### config.mk
export PLATFORM = sky130hd
export DESIGN_NAME = spi_flash_reader_flat
export DESIGN_NICKNAME = d
export VERILOG_FILES = /design/src/rtl/spi_flash_reader_if.sv /design/src/rtl/spi_flash_reader.sv /design/src/flat_wrapper.sv
export SDC_FILE = /design/constraint.sdc
export NUM_CORES = 1
export LEC_CHECK = 0
export BUFFER_PORTS_ARGS = -buffer_cell sky130_fd_sc_hd__buf_2
export CAP_MARGIN = 10
export CORE_UTILIZATION = 52
export CTS_BUF_LIST = sky130_fd_sc_hd__clkbuf_8
export DETAILED_ROUTE_END_ITERATION = 10
export GPL_TIMING_DRIVEN = 0
export PLACE_DENSITY = 0.87
export SYNTH_ARGS = -nofsm -noshare
export SYNTH_HDL_FRONTEND = slang
export SYNTH_SLANG_ARGS = --single-unit
### constraint.sdc
create_clock -name clk -period 4 [get_ports clk]
set_clock_uncertainty 0.05 [all_clocks]
set_input_delay 0.8 -clock clk [delete_from_list [all_inputs] [get_ports clk]]
set_output_delay 0.8 -clock clk [all_outputs]
set_load 0.01 [all_outputs]
### src/rtl/spi_flash_reader_if.sv
// Bus-side handshake between the CPU address decoder and the SPI flash read responder.
interface spi_flash_reader_if;
    logic [63:0] address_in;
    logic        sel_in;
    logic        read_in;
    logic [3:0]  write_mask_in;
    logic [63:0] read_value_out;
    logic        ready_out;

    modport master (
        output address_in, sel_in, read_in, write_mask_in,
        input  read_value_out, ready_out
    );

    modport slave (
        input  address_in, sel_in, read_in, write_mask_in,
        output read_value_out, ready_out
    );
endinterface

### src/rtl/spi_flash_reader.sv
// Serves 32-bit bus reads from an external SPI flash using mode-0 READ (0x03) transactions.
// Wakes the flash with 0xAB after reset; writes complete immediately with no SPI activity.
//
// state   | meaning
// --------+------------------------------------------------------------
// S_WAKE  | first cycle raises csn low, then shifts 0xAB out
// S_WWAIT | csn high for WAKE_WAIT cycles while the flash powers up
// S_IDLE  | waiting for a selected bus read or write
// S_SHIFT | 32 TX bits (cmd + address) then 32 RX bits
// S_DONE  | one-cycle ready_out pulse with the assembled read data
module spi_flash_reader #(
    parameter int          CLK_DIV      = 2,
    parameter logic [23:0] FLASH_OFFSET = 24'h100000,
    parameter int          WAKE_WAIT    = 64
) (
    input  logic               clk,
    input  logic               reset,
    spi_flash_reader_if.slave  bus,
    output logic               flash_clk,
    output logic               flash_csn,
    output logic               flash_io0_out,
    output logic               flash_io0_en,
    input  logic               flash_io1_in,
    output logic               flash_io1_en
);

    typedef enum logic [2:0] {
        S_WAKE,
        S_WWAIT,
        S_IDLE,
        S_SHIFT,
        S_DONE
    } state_t;

    localparam logic [15:0] DIV_LOAD  = 16'(CLK_DIV - 1);
    localparam logic [15:0] WAIT_LOAD = 16'(WAKE_WAIT - 1);
    localparam logic [7:0]  WAKE_CMD  = 8'hAB;
    localparam logic [7:0]  READ_CMD  = 8'h03;

    state_t      state_q, state_d;
    logic        csn_q, csn_d;
    logic        sck_q, sck_d;
    logic        io0_q, io0_d;
    logic [15:0] cnt_q, cnt_d;
    logic [5:0]  bit_cnt_q, bit_cnt_d;
    logic [31:0] tx_q, tx_d;
    logic [31:0] rx_q, rx_d;

    logic [23:0] flash_addr;
    logic [31:0] read_word;
    logic        accept_read;
    logic        accept_write;
    logic        last_bit;
    logic        unused_addr_bits;

    assign flash_addr   = {bus.address_in[23:2], 2'b00} + FLASH_OFFSET;
    assign read_word    = {READ_CMD, flash_addr};
    assign accept_read  = bus.sel_in & bus.read_in;
    assign accept_write = bus.sel_in & (|bus.write_mask_in) & ~bus.read_in;
    assign last_bit     = (state_q == S_WAKE) ? (bit_cnt_q == 6'd7) : (bit_cnt_q == 6'd63);
    assign unused_addr_bits = ^{bus.address_in[63:24], bus.address_in[1:0]};

    always_ff @(posedge clk) begin
        if (reset) begin
            state_q   <= S_WAKE;
            csn_q     <= 1'b1;
            sck_q     <= 1'b0;
            io0_q     <= 1'b0;
            cnt_q     <= '0;
            bit_cnt_q <= '0;
            tx_q      <= '0;
            rx_q      <= '0;
        end else begin
            state_q   <= state_d;
            csn_q     <= csn_d;
            sck_q     <= sck_d;
            io0_q     <= io0_d;
            cnt_q     <= cnt_d;
            bit_cnt_q <= bit_cnt_d;
            tx_q      <= tx_d;
            rx_q      <= rx_d;
        end
    end

    always_comb begin
        state_d   = state_q;
        csn_d     = csn_q;
        sck_d     = sck_q;
        io0_d     = io0_q;
        cnt_d     = cnt_q;
        bit_cnt_d = bit_cnt_q;
        tx_d      = tx_q;
        rx_d      = rx_q;

        case (state_q)
            S_WAKE, S_SHIFT: begin
                if (state_q == S_WAKE && csn_q) begin
                    // Leaving reset: open the wake frame with the first command bit on io0.
                    csn_d     = 1'b0;
                    sck_d     = 1'b0;
                    io0_d     = WAKE_CMD[7];
                    tx_d      = {WAKE_CMD[6:0], 25'b0};
                    cnt_d     = DIV_LOAD;
                    bit_cnt_d = '0;
                end else if (cnt_q != 16'd0) begin
                    cnt_d = cnt_q - 16'd1;
                end else if (!sck_q) begin
                    sck_d = 1'b1;
                    cnt_d = DIV_LOAD;
                end else begin
                    // End of the high phase: sample MISO, then move io0 while SCK is low.
                    sck_d = 1'b0;
                    cnt_d = DIV_LOAD;
                    if (state_q == S_SHIFT && bit_cnt_q[5]) begin
                        rx_d = {rx_q[30:0], flash_io1_in};
                    end
                    if (last_bit) begin
                        csn_d = 1'b1;
                        io0_d = 1'b0;
                        if (state_q == S_WAKE) begin
                            state_d = S_WWAIT;
                            cnt_d   = WAIT_LOAD;
                        end else begin
                            state_d = S_DONE;
                        end
                    end else begin
                        bit_cnt_d = bit_cnt_q + 6'd1;
                        io0_d     = tx_q[31];
                        tx_d      = {tx_q[30:0], 1'b0};
                    end
                end
            end
            S_WWAIT: begin
                if (cnt_q == 16'd0) begin
                    state_d = S_IDLE;
                end else begin
                    cnt_d = cnt_q - 16'd1;
                end
            end
            S_IDLE: begin
                if (accept_read) begin
                    state_d   = S_SHIFT;
                    csn_d     = 1'b0;
                    sck_d     = 1'b0;
                    io0_d     = read_word[31];
                    tx_d      = {read_word[30:0], 1'b0};
                    cnt_d     = DIV_LOAD;
                    bit_cnt_d = '0;
                    rx_d      = '0;
                end else if (accept_write) begin
                    state_d = S_DONE;
                    rx_d    = '0;
                end
            end
            S_DONE: begin
                state_d = S_IDLE;
            end
            default: begin
                state_d = S_WAKE;
                csn_d   = 1'b1;
                sck_d   = 1'b0;
            end
        endcase
    end

    assign bus.ready_out      = (state_q == S_DONE);
    // First byte received is the lowest-addressed one; place it in the low lane.
    assign bus.read_value_out = bus.ready_out
                              ? {32'b0, rx_q[7:0], rx_q[15:8], rx_q[23:16], rx_q[31:24]}
                              : 64'b0;

    assign flash_clk     = sck_q;
    assign flash_csn     = csn_q;
    assign flash_io0_out = io0_q;
    assign flash_io0_en  = 1'b1;
    assign flash_io1_en  = 1'b0;

endmodule

### src/flat_wrapper.sv
// flat-port wrapper written by rule: the top's interface ports become plain ports
module spi_flash_reader_flat 
#(
    parameter int          CLK_DIV      = 2,
    parameter logic [23:0] FLASH_OFFSET = 24'h100000,
    parameter int          WAKE_WAIT    = 64
)
  (clk, reset, flash_clk, flash_csn, flash_io0_out, flash_io0_en, flash_io1_in, flash_io1_en, bus_address_in, bus_sel_in, bus_read_in, bus_write_mask_in, bus_read_value_out, bus_ready_out);
  spi_flash_reader_if bus_i ();
  input  logic clk;
  input  logic reset;
  output logic flash_clk;
  output logic flash_csn;
  output logic flash_io0_out;
  output logic flash_io0_en;
  input  logic flash_io1_in;
  output logic flash_io1_en;
  input wire logic [$bits(bus_i.address_in)-1:0] bus_address_in;
  input wire logic [$bits(bus_i.sel_in)-1:0] bus_sel_in;
  input wire logic [$bits(bus_i.read_in)-1:0] bus_read_in;
  input wire logic [$bits(bus_i.write_mask_in)-1:0] bus_write_mask_in;
  output wire logic [$bits(bus_i.read_value_out)-1:0] bus_read_value_out;
  output wire logic [$bits(bus_i.ready_out)-1:0] bus_ready_out;
  assign bus_i.address_in = bus_address_in;
  assign bus_i.sel_in = bus_sel_in;
  assign bus_i.read_in = bus_read_in;
  assign bus_i.write_mask_in = bus_write_mask_in;
  assign bus_read_value_out = bus_i.read_value_out;
  assign bus_ready_out = bus_i.ready_out;
  spi_flash_reader #(.CLK_DIV(CLK_DIV), .FLASH_OFFSET(FLASH_OFFSET), .WAKE_WAIT(WAKE_WAIT)) u_core (.clk(clk), .reset(reset), .bus(bus_i), .flash_clk(flash_clk), .flash_csn(flash_csn), .flash_io0_out(flash_io0_out), .flash_io0_en(flash_io0_en), .flash_io1_in(flash_io1_in), .flash_io1_en(flash_io1_en));
endmodule
# Word-level counts from Yosys, hierarchy flattened
# Cells that the tools add are included.
[word_totals] output_inout_bits=70 memories=0 rom_bits=0 ramBits=0 regBits=92 wordCells=105 latch_bits=0
[op_classes] n_mux=53 eq_ne=19 multipliers=0 n_div=0 magnitude_cmp=0 reduce_logical=17 add_sub_neg=3 shifts=0 bitwise=5
[op_table] op="32-bit two-way mux" count=12
[op_table] op="32-bit case mux with 2 select lines" count=2
[op_table] op="16-bit two-way mux" count=6
[op_table] op="16-bit case mux with 3 select lines" count=1
[op_table] op="6-bit two-way mux" count=6
[op_table] op="24-bit by 21-bit adder with 24-bit output, second input constant" count=1
[op_table] op="3-bit two-way mux" count=8
[op_table] op="16-bit logical NOT" count=1
[op_table] op="16-bit nonzero test" count=1
[op_table] op="16-bit by 1-bit subtractor with 16-bit output, second input constant" count=1
[op_table] op="1-bit two-way mux" count=13
[op_table] op="3-bit case mux with 4 select lines" count=1
[op_table] op="6-bit case mux with 2 select lines" count=1
[op_table] op="6-bit AND reduction" count=2
[op_table] op="2-bit by 1-bit inequality test with 1-bit output, second input constant" count=5
[op_table] op="5-bit AND reduction" count=2
[op_table] op="3-bit by 1-bit inequality test with 1-bit output, second input constant" count=3
[op_table] op="6-bit by 1-bit adder with 6-bit output, second input constant" count=1
[op_table] op="3-bit by 2-bit equality test with 1-bit output, second input constant" count=2
[op_table] op="6-bit by 3-bit equality test with 1-bit output, second input constant" count=1
[op_table] op="6-bit equality test, second input constant" count=1
[op_table] op="2-bit inequality test, second input constant" count=3
[op_table] op="1-bit case mux with 3 select lines" count=2
[op_table] op="3-bit AND reduction" count=2
[op_table] op="other kinds (14)" count=19

# Logic depth before layout (Yosys ltp)
[logic_depth] ltp_word=7 ltp_mapped=10 ltp_nobuf=8

# Least setup slack after synthesis
# Ideal clock, no wire load.
[synth_timing] path_type="register -> output" from="register u_core.state_q[2]" to="output bus_read_value_out[22]" n_path_buf=2 setup_slack_ns=1.516 t_required_ns=3.150 stages_incl_launch_ff=5 arrival_time_ns=1.634 path_cell_list="dfxtp_1 buf_2 nor3b_1 clkbuf_1 and2_1"
[synth_between] elab_chain_cells=2
[synth_rtl] element="start: declaration" line="spi_flash_reader.sv:40" text="state_t state_q, state_d;"
[synth_rtl] element="start signal: assignment" line="spi_flash_reader.sv:74" text="state_q <= state_d;"
[synth_rtl] element="3-bit equality test" line="spi_flash_reader.sv:166" text="assign bus.ready_out = (state_q == S_DONE);"
[synth_rtl] element="net bus_ready_out" line="flat_wrapper.sv:23" text="output wire logic [$bits(bus_i.ready_out)-1:0] bus_ready_out;"
[synth_rtl] element="32-bit two-way mux" line="spi_flash_reader.sv:169" text="? {32'b0, rx_q[7:0], rx_q[15:8], rx_q[23:16], rx_q[31:24]}"
[synth_rtl] element="end: declaration" line="flat_wrapper.sv:22" text="output wire logic [$bits(bus_i.read_value_out)-1:0] bus_read_value_out;"
# The timed path passes the listed nets, and every way through them passes these cells.

# Worst setup path after layout
[layout_timing] from="register u_core.state_q[2]" to="output bus_read_value_out[30]"
[layout_between] elab_chain_cells=2
[layout_rtl] element="3-bit equality test" line="spi_flash_reader.sv:166"
[layout_rtl] element="32-bit two-way mux" line="spi_flash_reader.sv:169"
# No other way between the ends.

==> impl_metrics.yaml <==
setup_path:
  cp.required_ps: 3150
  critical_setup_path_kind: "reg2out"
  timing.critical_path.from_type: "flop"
  timing.critical_path.fanout_max: 10
  critical_path_sink_type: "output pin"
  timing.critical_path.arrival_ps: 2660
yosys:
  asyncSetResetFlopFracSynth: 0
  synth-adder-area-share: 0.00827
  ys_seq_elements: 89
  syn-mean-instance-area_um2: 8.02
  seq_area_frac_synth: 0.393
  post-synth-top-area-cell: "sky130_fd_sc_hd__dfxtp_1"
  synth_area_in_simple_gates: 0.308
  synth_cell_type_count: 52
  most_used_flip_flop_cell_after_synthesis: "sky130_fd_sc_hd__dfxtp_1"
  netlist.area_leader.share: 0.393
  cell_types_occupying_the_most_area_after_synthesis: "sky130_fd_sc_hd__dfxtp_1 (39%), sky130_fd_sc_hd__a21oi_1 (6.7%), sky130_fd_sc_hd__buf_4 (6.3%), sky130_fd_sc_hd__and2_1 (5.4%), sky130_fd_sc_hd__nor2_1 (4.9%)"
  synthTopCellsByCount: "sky130_fd_sc_hd__dfxtp_1 (89), sky130_fd_sc_hd__a21oi_1 (61), sky130_fd_sc_hd__nor2_1 (59)"
  post_synth_mux_area_share: 0.00662
  synthXorXnorAreaFrac: 0.0193
  yosysWarnings: 0
  post_synth_edffs: 0
  synth.most_common_cell: "sky130_fd_sc_hd__dfxtp_1"
  synth.cell_area_um2: 4540
  syn-instance-count: 566
  synth-compound-area-share: 0.163
  largest_family_of_logic_cells_by_synthesized_area: "simple AND/OR/NAND/NOR gates"
floorplan:
  design.die.area_um2: 9100
  std_cell_rows: 33
  die_x_um: 95.4
  ios: 143
  core_box_area_um2: 8340
  die-height_um: 95.4
  starting_density: 0.544
sta:
  finalHoldViolations: 0
  fin_tns_setup_ps: 0
  worst_slew_margin_rel: 0.250
  min_period_ps: 3510
  fmax_mhz: 285
  maxSlewViolCount: 0
  worst_pin_slew_ps: 1120
  final.hold.worst_slack_ps: 407
  rsz_0062_raised_after_global_routing: "false"
  fin_crit_sh: 0.876
  setup_violations: 0
global_routing:
  grt_max_degree: 16
  grt_usage: 0.243
  first_global_vias: 3968
  grt_first_pass_wirelength_um: 17300
  globalRouteOverflowTotal: 0
  grt_antenna_before_repair: 0
routing:
  drt_iter0_drc: 271
  drtAntennaViolNets: 0
  detail_route.wirelength_um: 10600
  drc: 0
  detail_route.vias_per_cell: 5.49
  routed-via-count: 4312
  detail_route.first_pass.iterations: 5
  routed_wire_length_per_instance_um: 13.5
finish:
  final_cells: 785
  final_util: 0.639
  final_layout_size_suffix_gt1_frac: 0.218
  num_antenna_cells: 0
  area.growth.synth_to_final_pct: 17.5
  fin_nets: 751
power_and_ir_drop:
  fin_total_pwr_mw: 3.93
  power.density_cell_area_nw_per_um2: 737
  max_rail_drop_vdd_mv: 0.376
  static-leakage-power_nw: 2.26
status:
  status: "complete, no violations"
clocking:
  worstSkewPairLatency_ps: 360
  cts.sinks: 89
  tritoncts_clock_tree: "yes"
  tritoncts.num_buffers: 9
  cts_resized: 0
  clkTransAtPathRegs_ps: 90
  cts_hold_repair.buffers: 0
  cts_post_setup_buffers_inserted: 0
  clockBufferDepth: 2
  clock_tree.root_cell: "sky130_fd_sc_hd__clkbuf_8"
  h-tree-depth: 3
hold_path:
  timing.hold.worst.class: "reg2reg"
job:
  max_cap_viol_count: 0
place:
  finalWeightedCongestion: 0.837
  dpl.hpwl_um: 7560
  portBuffers: 66
  dp.cells: 769
## critical path, stage by stage (launching register included)
cell and delay, ps:
sky130_fd_sc_hd__dfxtp_1 440, sky130_fd_sc_hd__buf_2 250, sky130_fd_sc_hd__nor3b_1 930, sky130_fd_sc_hd__clkbuf_1 350
sky130_fd_sc_hd__and2_1 190, sky130_fd_sc_hd__buf_2 130
## final cells by class
type | count | area (µm²)
Tap cell | 105 | 131
Multi-Input combinational cell | 434 | 2420
Buffer | 73 | 447
Sequential cell | 89 | 1780
Fill cell | 712 | 3010
Clock buffer | 11 | 151
Clock inverter | 5 | 62.6
Inverter | 2 | 7.51
Timing Repair Buffer | 66 | 330
## metal layers
| metal | wire length (µm) | global-route usage | vias up |
|---|---|---|---|
| met5 | 0 | 0 | - |
| met4 | 152 | 0.103 | 0 |
| met3 | 564 | 0.0455 | 12 |
| met2 | 5300 | 0.413 | 155 |
| met1 | 4570 | 0.300 | 2004 |
| li1 | - | - | 2141 |
## cells in the final DEF, fill, tap and decap left out, types with 2 or more instances in the layout
cell                         instances
sky130_fd_sc_hd__o21a_1              2
sky130_fd_sc_hd__o21ai_0            10
sky130_fd_sc_hd__ha_1                3
sky130_fd_sc_hd__a31oi_1             2
sky130_fd_sc_hd__inv_1               2
sky130_fd_sc_hd__nand2_1            54
sky130_fd_sc_hd__buf_6               2
sky130_fd_sc_hd__nand4b_1            4
sky130_fd_sc_hd__xor2_1              6
sky130_fd_sc_hd__a21o_1              3
sky130_fd_sc_hd__and2_1             39
sky130_fd_sc_hd__a211oi_1            6
sky130_fd_sc_hd__nand2b_1            5
sky130_fd_sc_hd__a221oi_1           20
sky130_fd_sc_hd__or4_1               7
sky130_fd_sc_hd__nor4_2              2
sky130_fd_sc_hd__nand3_1            42
sky130_fd_sc_hd__clkbuf_8           11
sky130_fd_sc_hd__o211ai_1            3
sky130_fd_sc_hd__a21oi_1            61
sky130_fd_sc_hd__dfxtp_1            89
sky130_fd_sc_hd__nor2_1             59
sky130_fd_sc_hd__buf_2              78
sky130_fd_sc_hd__or3_1               5
sky130_fd_sc_hd__xnor2_1             4
sky130_fd_sc_hd__conb_1             34
sky130_fd_sc_hd__nor4_1              2
sky130_fd_sc_hd__nor3_1             32
sky130_fd_sc_hd__a311oi_1            3
sky130_fd_sc_hd__nor4_4              2
sky130_fd_sc_hd__a211oi_2            2
sky130_fd_sc_hd__buf_4              38
sky130_fd_sc_hd__clkinvlp_4          2
sky130_fd_sc_hd__mux2i_1             3
sky130_fd_sc_hd__clkbuf_1           20
sky130_fd_sc_hd__nor2b_1             2
## sequential cells by signal, indices dropped and copies added (netlist names)
| register | flops |
|---|---|
| u_core.rx_q | 32 |
| u_core.tx_q | 29 |
| u_core.cnt_q | 16 |
| u_core.bit_cnt_q | 6 |
| u_core.state_q | 3 |
| u_core.flash_clk | 1 |
| u_core.flash_csn | 1 |
| u_core.flash_io0_out | 1 |
## kinds of logic after synthesis
family | count (synthesis)
xor+xnor | 10
compound gates | 117
other cells | 2
fa+ha+maj | 3
mux | 3
flops | 89
simple gates | 267
buf+inv | 75
## power by group
part / internal, mW / leakage [nW] / switching, mW / total (mW)
logic: 0.820 / 1.44 / 1.23 / 2.05
registers: 1.06 / 0.724 / 0.166 / 1.23
clock network: 0.326 / 0.102 / 0.328 / 0.654
## per-stage QoR
stage / setup WS, ps / area [µm²]
after detailed placement: 895 / 5120
after CTS: 492 / 5330
after global routing: 264 / 5330
after floorplan: 1520 / 4660
final: 494 / 5330
after global placement: 986 / 5120
## path summary, 6_finish.rpt
path	start	cells after the start	endpoint	slack, ps
setup / recovery	u_core.state_q[2]	5	bus_read_value_out[30]	490
hold / removal	u_core.tx_q[31]	2	u_core.tx_q[31]	410
setup reg to reg	u_core.cnt_q[0]	9	u_core.flash_csn	1570
hold reg to reg	u_core.tx_q[31]	2	u_core.tx_q[31]	410
Note: power is estimated with default switching activity, not from simulation.
